**src/rtl/wb_timer_pkg.sv**
```systemverilog
// Shared widths, register offsets and reset constants for the Wishbone machine timer.
package wb_timer_pkg;

  localparam int unsigned DATA_W = 32;
  localparam int unsigned TIME_W = 64;
  localparam int unsigned OFF_W  = 3;

  localparam logic [OFF_W-1:0] REG_MTIME_LO    = 3'd0;
  localparam logic [OFF_W-1:0] REG_MTIME_HI    = 3'd1;
  localparam logic [OFF_W-1:0] REG_MTIMECMP_LO = 3'd2;
  localparam logic [OFF_W-1:0] REG_MTIMECMP_HI = 3'd3;
  localparam logic [OFF_W-1:0] REG_PRESCALE    = 3'd4;

  localparam logic [TIME_W-1:0] MTIMECMP_RST = 64'hFFFF_FFFF_FFFF_FFFF;

  // Decoded view of one bus request as seen by the register file.
  typedef struct packed {
    logic              we;
    logic [OFF_W-1:0]  off;
    logic [DATA_W-1:0] data;
  } wb_req_t;

endpackage

```
**src/rtl/timer_prescaler.sv**
```systemverilog
// Free-running divider: pulses tick once every (prescale + 1) clocks.
module timer_prescaler
  import wb_timer_pkg::*;
(
  input  logic              clk,
  input  logic              rst,
  input  logic [DATA_W-1:0] prescale,
  input  logic              clr,
  output logic              tick
);

  logic [DATA_W-1:0] cnt;

  assign tick = (cnt == prescale);

  always_ff @(posedge clk) begin
    if (!rst) begin
      cnt <= '0;
    end else if (clr || tick) begin
      cnt <= '0;
    end else begin
      cnt <= cnt + DATA_W'(1);
    end
  end

endmodule

```
**src/rtl/wb_timer.sv**
```systemverilog
// Wishbone B4 classic slave: 64-bit mtime/mtimecmp with prescaler, driving the machine timer irq.
module wb_timer
  import wb_timer_pkg::*;
#(
  parameter logic [31:0] BASE_ADDR    = 32'hF000_0000,
  parameter logic [31:0] PRESCALE_RST = 32'd0
) (
  input  logic        clk,
  input  logic        rst,
  input  logic        STB,
  input  logic        CYC,
  input  logic [31:0] ADR,
  input  logic        WE,
  input  logic [31:0] DAT_O,
  output logic [31:0] DAT_I,
  output logic        ACK,
  output logic        irq
);

  wb_req_t           req_pl;
  logic              addr_hit;
  logic              req;
  logic              go;
  logic              wr;
  logic              tick;
  logic              wr_mtime_lo;
  logic              wr_mtime_hi;
  logic              wr_cmp_lo;
  logic              wr_cmp_hi;
  logic              wr_prescale;
  logic              unused_adr;
  logic [DATA_W-1:0] prescale;
  logic [DATA_W-1:0] rdata;
  logic [TIME_W-1:0] mtime;
  logic [TIME_W-1:0] mtimecmp;

  // Word-aligned map; byte lanes are not decoded.
  assign unused_adr = ^ADR[1:0];

  assign req_pl   = '{we: WE, off: ADR[4:2], data: DAT_O};
  assign addr_hit = (ADR[31:5] == BASE_ADDR[31:5]);
  assign req      = CYC & STB & addr_hit;
  assign go       = req & ~ACK;
  assign wr       = go & req_pl.we;

  assign wr_mtime_lo = wr & (req_pl.off == REG_MTIME_LO);
  assign wr_mtime_hi = wr & (req_pl.off == REG_MTIME_HI);
  assign wr_cmp_lo   = wr & (req_pl.off == REG_MTIMECMP_LO);
  assign wr_cmp_hi   = wr & (req_pl.off == REG_MTIMECMP_HI);
  assign wr_prescale = wr & (req_pl.off == REG_PRESCALE);

  timer_prescaler u_prescaler (
    .clk      (clk),
    .rst      (rst),
    .prescale (prescale),
    .clr      (wr_prescale),
    .tick     (tick)
  );

  // Read mux; unmapped offsets inside the window read as zero.
  always_comb begin
    rdata = '0;
    case (req_pl.off)
      REG_MTIME_LO:    rdata = mtime[DATA_W-1:0];
      REG_MTIME_HI:    rdata = mtime[TIME_W-1:DATA_W];
      REG_MTIMECMP_LO: rdata = mtimecmp[DATA_W-1:0];
      REG_MTIMECMP_HI: rdata = mtimecmp[TIME_W-1:DATA_W];
      REG_PRESCALE:    rdata = prescale;
      default:         rdata = '0;
    endcase
  end

  always_ff @(posedge clk) begin
    if (!rst) begin
      ACK      <= 1'b0;
      DAT_I    <= '0;
      irq      <= 1'b0;
      mtime    <= '0;
      mtimecmp <= MTIMECMP_RST;
      prescale <= PRESCALE_RST;
    end else begin
      ACK   <= go;
      DAT_I <= (go & ~req_pl.we) ? rdata : '0;
      irq   <= (mtime >= mtimecmp);

      // A software write to either half suppresses that cycle's increment entirely.
      if (wr_mtime_lo) begin
        mtime[DATA_W-1:0] <= req_pl.data;
      end else if (wr_mtime_hi) begin
        mtime[TIME_W-1:DATA_W] <= req_pl.data;
      end else if (tick) begin
        mtime <= mtime + TIME_W'(1);
      end

      if (wr_cmp_lo) begin
        mtimecmp[DATA_W-1:0] <= req_pl.data;
      end
      if (wr_cmp_hi) begin
        mtimecmp[TIME_W-1:DATA_W] <= req_pl.data;
      end
      if (wr_prescale) begin
        prescale <= req_pl.data;
      end
    end
  end

endmodule

```
**config.mk**
```make
export PLATFORM = sky130hd
export DESIGN_NAME = wb_timer
export DESIGN_NICKNAME = d
export VERILOG_FILES = /design/src/rtl/wb_timer_pkg.sv /design/src/rtl/timer_prescaler.sv /design/src/rtl/wb_timer.sv
export SDC_FILE = /design/constraint.sdc
export NUM_CORES = 1
export LEC_CHECK = 0
export CAP_MARGIN = 20
export CORE_MARGIN = 4
export CORE_UTILIZATION = 59
export DETAILED_ROUTE_END_ITERATION = 8
export PLACE_DENSITY = 0.81
export SLEW_MARGIN = 20
export SYNTH_ARGS = -nofsm -noshare
export SYNTH_HDL_FRONTEND = slang
export SYNTH_SLANG_ARGS = --single-unit
export TNS_END_PERCENT = 50
```
**constraint.sdc**
```tcl
create_clock -name clk -period 3.1 [get_ports clk]
set_input_delay 0.62 -clock clk [delete_from_list [all_inputs] [get_ports clk]]
set_output_delay 0.62 -clock clk [all_outputs]
set_load 0.02 [all_outputs]
```
Word-level counts from Yosys, hierarchy flattened:

Cells that the tools add are included.

* flip-flop bits (word level): 226
* latch bits: 0
* bits in writable memories: 0
* memory bits (read-only): 0
* input bits: 69
* output and inout bits: 34
* word-level logic and storage cells: 46
* memories: 0

* add/sub/neg operators: 2
* $mul: 0
* divide/modulo/power cells: 0
* $lt $le $gt $ge: 1
* equality and inequality tests: 7
* shift-type cells: 0
* muxes and demuxes: 5
* bitwise operators: 14
* reduce and logical (&&, ||, !) cells: 8

Operators by type and width (number)
* case mux 32 bit (5 select lines): 1
* 2-to-1 mux 32 bit: 3
* adder 64 x 1 -> 64 bit (second input constant): 1
* >= comparator 64 bit: 1
* 2-to-1 mux 64 bit: 1
* adder 32 x 1 -> 32 bit (second input constant): 1
* == test 32 bit: 1
* == test 27 bit (second input constant): 1
* AND 1 bit: 10
* == test 3 x 2 -> 1 bit (second input constant): 2
* AND reduction 2 bit: 3
* NOT 1 bit: 4
* nonzero test 2 bit: 2
* == test 3 x 1 -> 1 bit (second input constant): 1
* == test 3 bit (second input constant): 1
* zero test 3 bit: 1
* inequality test 2 bit (second input constant): 1
* OR reduction 2 bit: 1
* logical OR 1 bit: 1

Longest topological paths before layout:

Gate-level depths: netlist of the first run.

* depth after elaboration: 7
* mapped depth: 11
* mapped depth without buffers: 9

By module:

A second synthesis of the first run with hierarchy kept.

* cell total of the unflattened synthesis: 1616
* area, all modules: 12853.6 um^2

Modules (own cells, without submodules)
* wb_timer: times used 1, cells an instance 1414, area each 11069.4 um^2
* timer_prescaler: times used 1, cells an instance 202, area each 1784.2 um^2

Worst setup path after synthesis of the first run:

No wires, ideal clock.

* kind: input -> register
* from: input ADR[14]
* to: register mtimecmp[12]
* arrival: 2.576 ns
* data required time: 2.953 ns
* slack: 0.377 ns
* cell stages on the path: 7
* cell sequence: or4_1 > or4_4 > nor2_4 > nand2_2 > nor3_4 > buf_6 > o211ai_2

* cells in the longest elaborated chain, start to end: 5

Ends and longest elaborated chain
* start: declaration: line wb_timer.sv:12 `input logic [31:0] ADR,`
* == test 27 bit: line wb_timer.sv:41 `assign addr_hit = (ADR[31:5] == BASE_ADDR[31:5]);`
* AND 1 bit: line wb_timer.sv:42 `assign req = CYC & STB & addr_hit;`
* AND 1 bit: line wb_timer.sv:43 `assign go = req & ~ACK;`
* AND 1 bit: line wb_timer.sv:44 `assign wr = go & req_pl.we;`
* AND 1 bit: line wb_timer.sv:48 `assign wr_cmp_lo = wr & (req_pl.off == REG_MTIMECMP_LO);`
* end signal: indexed assignment: line wb_timer.sv:96 `mtimecmp[DATA_W-1:0] <= req_pl.data;`
* end signal: indexed assignment: line wb_timer.sv:99 `mtimecmp[TIME_W-1:DATA_W] <= req_pl.data;`
* end: declaration: line wb_timer.sv:35 `logic [TIME_W-1:0] mtimecmp;`

Every way passes these cells.
A chain may end at the register's enable or synchronous reset.

Worst setup path in the final report of the first run:

* from: register mtime[0]
* to: register irq

* cells in the longest elaborated chain, start to end: 1

Ends and longest elaborated chain
* start: declaration: line wb_timer.sv:34 `logic [TIME_W-1:0] mtime;`
* start signal: indexed assignment: line wb_timer.sv:88 `mtime[DATA_W-1:0] <= req_pl.data;`
* start signal: indexed assignment: line wb_timer.sv:90 `mtime[TIME_W-1:DATA_W] <= req_pl.data;`
* start signal: assignment: line wb_timer.sv:92 `mtime <= mtime + TIME_W'(1);`
* >= comparator 64 bit: line wb_timer.sv:84 `irq <= (mtime >= mtimecmp);`
* end signal: assignment: line wb_timer.sv:84
* end: declaration: line wb_timer.sv:17 `output logic irq`

Every way passes these cells.

==> results of run 1 <==
layer usage:
metal | vias up | GRT usage | routed length (um)
met2 | 878 | 0.600 | 20800
met1 | 6212 | 0.532 | 18600
li1 | 5951 | - | -
met3 | 157 | 0.0834 | 5820
met5 | - | 0 | 0
met4 | 0 | 0.155 | 2120
cell families (layout without fill, tap and decap cells):
kind of cell             Yosys count  in the layout  synth area share
AND/OR/NAND/NOR                  589            589             0.223
AO/OA/AOI/OAI                    435            435             0.219
multiplexers                      19             19            0.0150
XOR/XNOR                          92             92            0.0635
flip-flops                       226            226             0.356
adder cells (fa/ha/maj)           66             66            0.0651
buffers and inverters            173            318            0.0583
synthesized netlist by cell type (4+ instances only):
library cell	count
clkbuf_1	60
and3_1	18
dfxtp_1	226
nor3_1	38
xnor2_1	69
and2_1	22
and4_1	15
a211oi_1	4
a21o_1	16
a21oi_1	147
buf_6	7
inv_1	75
a31oi_1	9
o211ai_2	11
mux2i_1	19
o21ai_0	87
ha_1	66
a21boi_0	4
nand2_1	226
o21a_1	13
buf_2	27
nor4_1	13
nand4_1	50
o22a_1	16
xor2_1	23
o31ai_1	6
o211ai_1	53
a22oi_1	48
nor2_1	120
or4_1	9
nor3b_1	7
nand3_1	45
power groups by stage:
stage | clock network (W) | registers [W] | logic [W]
floorplan | 0 | 0.00298 | 0.000136
global placement | 0 | 0.00297 | 0.000350
detailed placement | 0 | 0.00297 | 0.000353
CTS | 0.00317 | 0.00291 | 0.000357
global route | 0.00329 | 0.00291 | 0.000383
finish | 0.00316 | 0.00291 | 0.000373
worst max-delay path, delay by kind of cell (launching register included):
kind	cells	cell delay, ps
AO/OA/AOI/OAI	6	1630
buffers and inverters	3	410
flip-flops	1	330
AND/OR/NAND/NOR	1	160
adder cells (fa/ha/maj)	1	280
state kept, by name, indices dropped and copies added (netlist names):
name / cells
ACK: 1
DAT_I: 32
irq: 1
mtime: 64
mtimecmp: 64
prescale: 32
u_prescaler.cnt: 32
stage by stage:
| step | utilization | setup TNS, ps | hold WS [ps] | cells |
|---|---|---|---|---|
| 6_report | 0.730 | 0 | 481 | 2020 |
| 3_3_place_gp | 0.686 | -4600 | 463 | 1972 |
| 3_5_place_dp | 0.686 | -7050 | 470 | 1972 |
| 4_1_cts | 0.730 | 0 | 475 | 2020 |
| 5_1_grt | 0.730 | 0 | 492 | 2020 |
| 2_1_floorplan | - | 0 | 437 | 1600 |
path summary, 6_finish.rpt:
| kind | from | slack (ps) | endpoint |
|---|---|---|---|
| setup / recovery | mtime[0]$_SDFFE_PN0P_ | 140 | irq$_SDFF_PN0_ |
| hold / removal | rst | 480 | ACK$_SDFF_PN0_ |
| setup reg to reg | mtime[0]$_SDFFE_PN0P_ | 140 | irq$_SDFF_PN0_ |
| hold reg to reg | prescale[10]$_SDFFE_PN0P_ | 480 | prescale[10]$_SDFFE_PN0P_ |
layout make-up:
class                      count  area share
clock buffer                  34      0.0495
clock inverter                14     0.00821
inverter                      75      0.0183
multi-input combinational   1201       0.486
sequential                   226       0.294
tap                          275      0.0223
timing repair buffer         195       0.122
timing repair:
item,in CTS,in global routing
pin swaps,0,1
hold buffers,0,0
endpoints found under the hold margin,0,0
gates resized for setup,5,2
endpoints found under the setup margin,1,1
==> flow_metrics.tcl, run 1 <==
set metrics [dict create \
    p_comb_frac 0.058 \
    syn_to_final_growth_pct 21.3 \
    rows 53 \
    async_flop_share 0 \
    finalHoldViolCount 0 \
    grt_pass1_vias 12700 \
    cts_tree "built" \
    drv_slew 0 \
    dp_hpwl_mm 34.5 \
    synthCells 1600 \
    drt_iter0_drc 1780 \
    die_w_um 155 \
    status "completed" \
    ff_latch_area_um2 4520 \
    switching_share 0.242 \
    crit_path_max_fanout 2 \
    peakVddDrop_v 0.000399 \
    die_y_um 155 \
    ctsLongestPathBuffers 3 \
    p_sw_w 0.00156 \
    skew_ps 11.7 \
    avgSynthCellArea_um2 7.93 \
    hold_class "input port to register" \
    postCtsSetupBuffers 0 \
    path_class "register to register" \
    period_minus_slack_ps 2960 \
    multi_input_area_um2 7480 \
    ant_nets 0 \
    crit_slowest_cell "a2111oi_4" \
    cts_root_buf "clkbuf_16" \
    place_ws_ps -415 \
    post-route-period-util 0.956 \
    drive_gt1_frac 0.103 \
    p_int_w 0.00488 \
    synth_ff_type "dfxtp_1" \
    worst_pin_slew_ps 808 \
    max_stage_delay_ps 370 \
    maxCapViolCount 0 \
    start_util 0.602 \
    clk_pin_slew_ps 60 \
    place.gp.congestion 1.02 \
    p_total_w 0.00644 \
    synth_fp_nets 1735 \
    power.density_nw_per_um2 418 \
    max_freq_mhz 337 \
    worstPathCellList "inv_1, ha_1, nand2b_1, a211o_1, a2111oi_4, buf_4, o311ai_1, a31o_2, a2111oi_4, buf_4, o41ai_1" \
    r2r.worst_path.cells 11 \
    top_level_ports 103 \
    fillers 1675 \
    seq_area_frac_synth 0.356 \
    via_per_inst 6.53 \
    clock-sinks 226 \
    synthTopCellsByArea "dfxtp_1 (36%), nand2_1 (6.7%), ha_1 (6.5%), a21oi_1 (5.8%), xnor2_1 (4.8%)" \
    layout_common_cells "dfxtp_1 (226), nand2_1 (226), a21oi_1 (147)" \
    grt_pass1_wl_mm 73.0 \
    finalNetCount 1860 \
    rsz0062_at_grt "no" \
    port_buffers 100 \
    postLayoutSetupSlackWorst_ps 135 \
    netlist.area_leader.share 0.356 \
    grt-ovfl-total 0 \
    relSlewSlack 0.461 \
    crit_arrival_ps 3350 \
    end_kind "register" \
    hold_depth 4 \
    syn_area_um2 12700 \
    numCtsBuffers 26 \
    routedWlPerCell_um 23.4 \
    ys_warn_count 0 \
    ys_ff_latch 226 \
    h-tree-depth 1 \
    p_seq_frac 0.452 \
    grt_max_degree 106 \
    design_area_um2 15400 \
    synth.distinct_cells 63 \
    design.core.area_um2 21100 \
    drc 0 \
    start_kind "register" \
    finalSetupViolCount 0 \
    grt_usage 0.389 \
    postPlaceCellArea_um2 14500 \
    synth.largest_area_cell "dfxtp_1" \
    critPathRequiredTime_ps 3480 \
    firstDrtPassIters 6 \
    die-area_um2 23900 \
    antenna_cells 0 \
    p_leak_nw 6.06 \
    clkPwrFrac 0.490 \
    synth_edf_count 0 \
    antenna_found_initial 0 \
    insertion_delay_ps 540 \
    vias 13200 \
    wl_mm 47.4 \
]
(Power assumes the default switching activity.)
==> run 2, diff against run 1 <==
--- a/config.mk
+++ b/config.mk
@@ -9,7 +9,7 @@
 export CORE_MARGIN = 4
 export CORE_UTILIZATION = 59
 export DETAILED_ROUTE_END_ITERATION = 8
-export PLACE_DENSITY = 0.81
+export PLACE_DENSITY = 0.88
 export SLEW_MARGIN = 20
 export SYNTH_ARGS = -nofsm -noshare
 export SYNTH_HDL_FRONTEND = slang
==> run 2 against run 1 <==
Against the previous run: final area rose by 0.45%; sequential share of layout area fell by 0.13 points; die area did not move; first-iteration DRC count fell by 9.1%; register-to-register slack improved by 20 ps; clock power rose by 2%; non-clock buffer count rose by 3; fmax rose by 0.54%; flip-flop and latch count did not move; largest cell class unchanged; via count fell by 0.42%; global-route usage fell by 3.7 points.
==> flow_metrics.tcl, run 2 (same netlist as run 1, synthesis figures left out) <==
set metrics [dict create \
    wl_mm 44.0 \
    antenna_found_initial 0 \
    clock-sinks 226 \
    finalNetCount 1862 \
    period_minus_slack_ps 2950 \
    die_w_um 155 \
    design.core.area_um2 21100 \
    relSlewSlack 0.504 \
    route.met2.wl_mm 19.3 \
    clk_pin_slew_ps 60 \
    via_per_inst 6.50 \
    drt-met1-wl_mm 16.4 \
    grt_pass1_vias 12600 \
    drc 0 \
    peakVddDrop_v 0.000406 \
    die_y_um 155 \
    max_freq_mhz 339 \
    max_stage_delay_ps 400 \
    drv_slew 0 \
    ant_nets 0 \
    crit_path_max_fanout 2 \
    insertion_delay_ps 530 \
    antenna_cells 0 \
    maxUsedRoutingLayer "met4" \
    cp_top_family "compound AO/OA/AOI/OAI gates" \
    skew_ps 16.8 \
    crit_slowest_cell "a2111oi_4" \
    ctsLongestPathBuffers 3 \
    postLayoutSetupSlackWorst_ps 151 \
    reg_top3 "mtime x64, mtimecmp x64" \
    top_level_ports 103 \
    dp_hpwl_mm 32.1 \
    maxCapViolCount 0 \
    end_kind "register" \
    worstPathCellList "inv_1, ha_1, nand2b_1, a211o_1, a2111oi_2, buf_4, o311ai_1, a31o_2, a2111oi_4, buf_4, o41ai_1" \
    critPathRequiredTime_ps 3480 \
    port_buffers 100 \
    rsz0062_at_grt "no" \
    power.density_nw_per_um2 419 \
    path_common_cell "buf_4" \
    drt_iter0_drc 1618 \
    grt_usage 0.352 \
    h-tree-depth 1 \
    vias 13100 \
    crit_buf_inv 3 \
    drive_gt1_frac 0.101 \
    crit_arrival_ps 3330 \
    grt-ovfl-total 0 \
    routedWlPerCell_um 21.8 \
    path_class "register to register" \
    start_util 0.602 \
    syn_to_final_growth_pct 21.9 \
    dr_wl_met3_mm 6.33 \
    hold_buffers 0 \
    rows 53 \
    place_ws_ps -775 \
    hold_class "register to register" \
    start_kind "register" \
    cts_tree "built" \
    die-area_um2 23900 \
    firstDrtPassIters 6 \
    place.gp.congestion 1.06 \
    finalSetupViolCount 0 \
    cts_root_buf "clkbuf_16" \
    p_leak_nw 6.08 \
    numCtsBuffers 25 \
    status "completed" \
    layout_common_cells "dfxtp_1 (226), nand2_1 (226), a21oi_1 (147)" \
    post-route-period-util 0.951 \
    grt_max_degree 65 \
    grt_pass1_wl_mm 67.5 \
    worst_pin_slew_ps 738 \
    finish.utilization 0.733 \
    finalHoldViolCount 0 \
]
==> run 2: changes by cell type in the layout (fill, tap and decap cells not counted), sizes merged <==
cell and delta:
clkinv -5, clkbuf +4, clkinvlp -4, buf +3, bufinv +3
==> run 2: cell type report <==
type / instances / area, um^2
Multi-Input combinational cell: 1201 / 7480
Clock buffer: 38 / 744
Clock inverter: 8 / 148
Inverter: 75 / 282
Tap cell: 275 / 344
Sequential cell: 226 / 4520
Timing Repair Buffer: 198 / 1950
Fill cell: 1549 / 5620
==> run 2: where the power goes <==
group | leakage (nW) | switching [W] | internal [W]
Sequential | 1.82 | 0.00000191 | 0.00291
Clock | 0.439 | 0.00123 | 0.00199
Combinational | 3.82 | 0.000219 | 0.000140
==> run 2: final timing paths <==
path / startpoint / to / slack (ps) / cells past startpoint
setup / recovery: mtime[0]$_SDFFE_PN0P_ / irq$_SDFF_PN0_ / 150 / 11
hold / removal: prescale[31]$_SDFFE_PN0P_ / prescale[31]$_SDFFE_PN0P_ / 490 / 2
setup reg to reg: mtime[0]$_SDFFE_PN0P_ / irq$_SDFF_PN0_ / 150 / 11
hold reg to reg: prescale[31]$_SDFFE_PN0P_ / prescale[31]$_SDFFE_PN0P_ / 490 / 2
==> run 2: timing repair <==
action | 4_1_cts | 5_1_grt
gates resized for setup | 4 | 5
buffers inserted | 0 | 1
setup endpoints to repair | 24 | 27
==> run 2: worst reg2reg max path: stages, from the launching register on <==
cell and delay, ps:
dfxtp_1 340, inv_1 60, ha_1 280, nand2b_1 150, a211o_1 310, a2111oi_2 360, buf_4 180, o311ai_1 170
a31o_2 320, a2111oi_4 400, buf_4 170, o41ai_1 90
==> run 2: metrics by stage <==
step	std cells	hold slack (ps)	setup TNS [ps]	power, W	cell area [um^2]
2_1_floorplan	1600	437	0	0.00311	12700
3_3_place_gp	1974	460	-32690	0.00331	14500
3_5_place_dp	1974	479	-39550	0.00331	14500
4_1_cts	2020	487	0	0.00648	15400
5_1_grt	2021	504	0	0.00662	15500
6_report	2021	488	0	0.00649	15500
==> run 2: metal layers <==
metal  global-route usage  up-vias
met5                    0        -
met4                0.147        0
met3               0.0828      169
met2                0.550      922
met1                0.468     6105
li1                     -     5946
==> run 3, diff against run 2 <==
--- a/config.mk
+++ b/config.mk
@@ -10,7 +10,7 @@
 export CORE_UTILIZATION = 59
 export DETAILED_ROUTE_END_ITERATION = 8
 export PLACE_DENSITY = 0.88
-export SLEW_MARGIN = 20
+export SKIP_CTS_REPAIR_TIMING = 1
 export SYNTH_ARGS = -nofsm -noshare
 export SYNTH_HDL_FRONTEND = slang
 export SYNTH_SLANG_ARGS = --single-unit
==> run 3 against run 2 <==
Against the previous run: first-iteration DRC count is 7.0% higher; clock skew is essentially flat; critical path depth did not move; power about the same; via count rose by 0.33%; global-route usage is essentially flat; register-to-register slack about the same; largest power group unchanged; highest routed layer is now met5.
==> flow_metrics.tcl, run 3 (same netlist as run 1, synthesis figures left out) <==
set metrics [dict create \
    p_comb_frac 0.055 \
    top_level_ports 103 \
    design.core.area_um2 21100 \
    syn_to_final_growth_pct 21.9 \
    place.gp.congestion 1.06 \
    maxCapViolCount 0 \
    reg_top3 "mtime x64, mtimecmp x64" \
    p_sw_w 0.00146 \
    finalNonFillerCells 2021 \
    fillers 1550 \
    postLayoutSetupSlackWorst_ps 57.3 \
    start_kind "input port" \
    whs_ps 488 \
    period_minus_slack_ps 3040 \
    crit_buf_inv 4 \
    dp.cells 1974 \
    path_class "input port to register" \
    critPathRequiredTime_ps 3530 \
    die-area_um2 23900 \
    drv_slew 0 \
    drive_gt1_frac 0.101 \
    max_stage_delay_ps 560 \
    cts_tree "built" \
    ant_nets 0 \
    grt_pass1_vias 12600 \
    p_int_w 0.00504 \
    skew_ps 17.1 \
    max_freq_mhz 329 \
    firstDrtPassIters 6 \
    layout_common_cells "dfxtp_1 (226), nand2_1 (226), a21oi_1 (147)" \
    peakVddDrop_v 0.000403 \
    routedWlPerCell_um 21.7 \
    cts_root_buf "clkbuf_16" \
    grt_usage 0.351 \
    clock-sinks 226 \
    finalSetupViolCount 0 \
    worst_pin_slew_ps 765 \
    crit_arrival_ps 3470 \
    h-tree-depth 1 \
    crit_slowest_cell "or4_1" \
    end_kind "register" \
    vias 13200 \
    antenna_cells 0 \
    die_y_um 155 \
    power.density_nw_per_um2 420 \
    post-route-period-util 0.982 \
    rsz0062_at_grt "no" \
    finalHoldViolCount 0 \
    drc 0 \
    numCtsBuffers 25 \
    rows 53 \
    clk_pin_slew_ps 60 \
    switching_share 0.224 \
    p_leak_nw 6.08 \
    start_util 0.602 \
    clkPwrFrac 0.497 \
    via_per_inst 6.52 \
    ctsLongestPathBuffers 3 \
    port_buffers 100 \
    relSlewSlack 0.477 \
    cp_top_family "simple AND/OR/NAND/NOR gates" \
    p_seq_frac 0.448 \
    antenna_found_initial 1 \
    insertion_delay_ps 530 \
    reg2reg_slack_ps 140 \
    dp_hpwl_mm 32.1 \
    die_w_um 155 \
    wl_mm 43.9 \
    worstPathCellList "clkdlybuf4s50_1, or4_1, nor4_2, buf_4, nand4_1, buf_6, nand4_1, buf_4, nor3_1, xnor2_1, a211oi_1" \
    status "completed" \
    grt_max_degree 65 \
    crit_path_max_fanout 21 \
    grt_pass1_wl_mm 67.4 \
    place_ws_ps -775 \
    hold_class "register to register" \
    drt_iter0_drc 1732 \
    finalNetCount 1862 \
    grt-ovfl-total 0 \
]
run 3: worst register-to-register path, cell delays in order, from the launching register on:
cell and delay, ps:
dfxtp_1 340, inv_1 60, ha_1 280, nand2b_1 150, a211o_1 310, a2111oi_2 360
buf_4 180, o311ai_1 180, a31o_2 320, a2111oi_4 390, buf_4 160, o41ai_1 90
run 3: metrics by stage:
step / setup TNS (ps) / instance area [um^2] / total power (W) / util
2_1_floorplan: 0 / 12700 / 0.00311 / -
3_3_place_gp: -32690 / 14500 / 0.00331 / 0.689
3_5_place_dp: -39550 / 14500 / 0.00331 / 0.689
4_1_cts: -3430 / 15400 / 0.00648 / 0.731
5_1_grt: 0 / 15500 / 0.00662 / 0.733
6_report: 0 / 15500 / 0.00649 / 0.733
run 3: final timing paths:
path / startpoint / to / cells past startpoint
max: ADR[13] / mtime[8]$_SDFFE_PN0P_ / 11
min: prescale[31]$_SDFFE_PN0P_ / prescale[31]$_SDFFE_PN0P_ / 2
max reg2reg: mtime[0]$_SDFFE_PN0P_ / irq$_SDFF_PN0_ / 11
min reg2reg: prescale[31]$_SDFFE_PN0P_ / prescale[31]$_SDFFE_PN0P_ / 2
run 3: cell type report:
type	count	area, um^2	share of cell area
flip-flops and latches	226	4520	0.293
multi-input cells	1201	7470	0.483
inverters	75	282	0.0182
repair buffers	198	1950	0.126
clock inverters	8	148	0.00955
clock buffers	38	744	0.0481
well taps	275	344	0.0222
run 3: metal layers:
metal,vias to the layer above,GRT usage,share of wire
met5,-,0,0.00032
met4,2,0.145,0.045
met3,170,0.0856,0.13
met2,911,0.549,0.44
met1,6149,0.466,0.38
li1,5953,-,-
run 3: power groups by stage:
stage	sequential (W)	clock, W	combinational [W]
after global placement	0.00297	0	0.000333
final	0.00291	0.00322	0.000359
after global routing	0.00291	0.00334	0.000369
after floorplan	0.00298	0	0.000136
after detailed placement	0.00297	0	0.000339
after CTS	0.00291	0.00323	0.000343
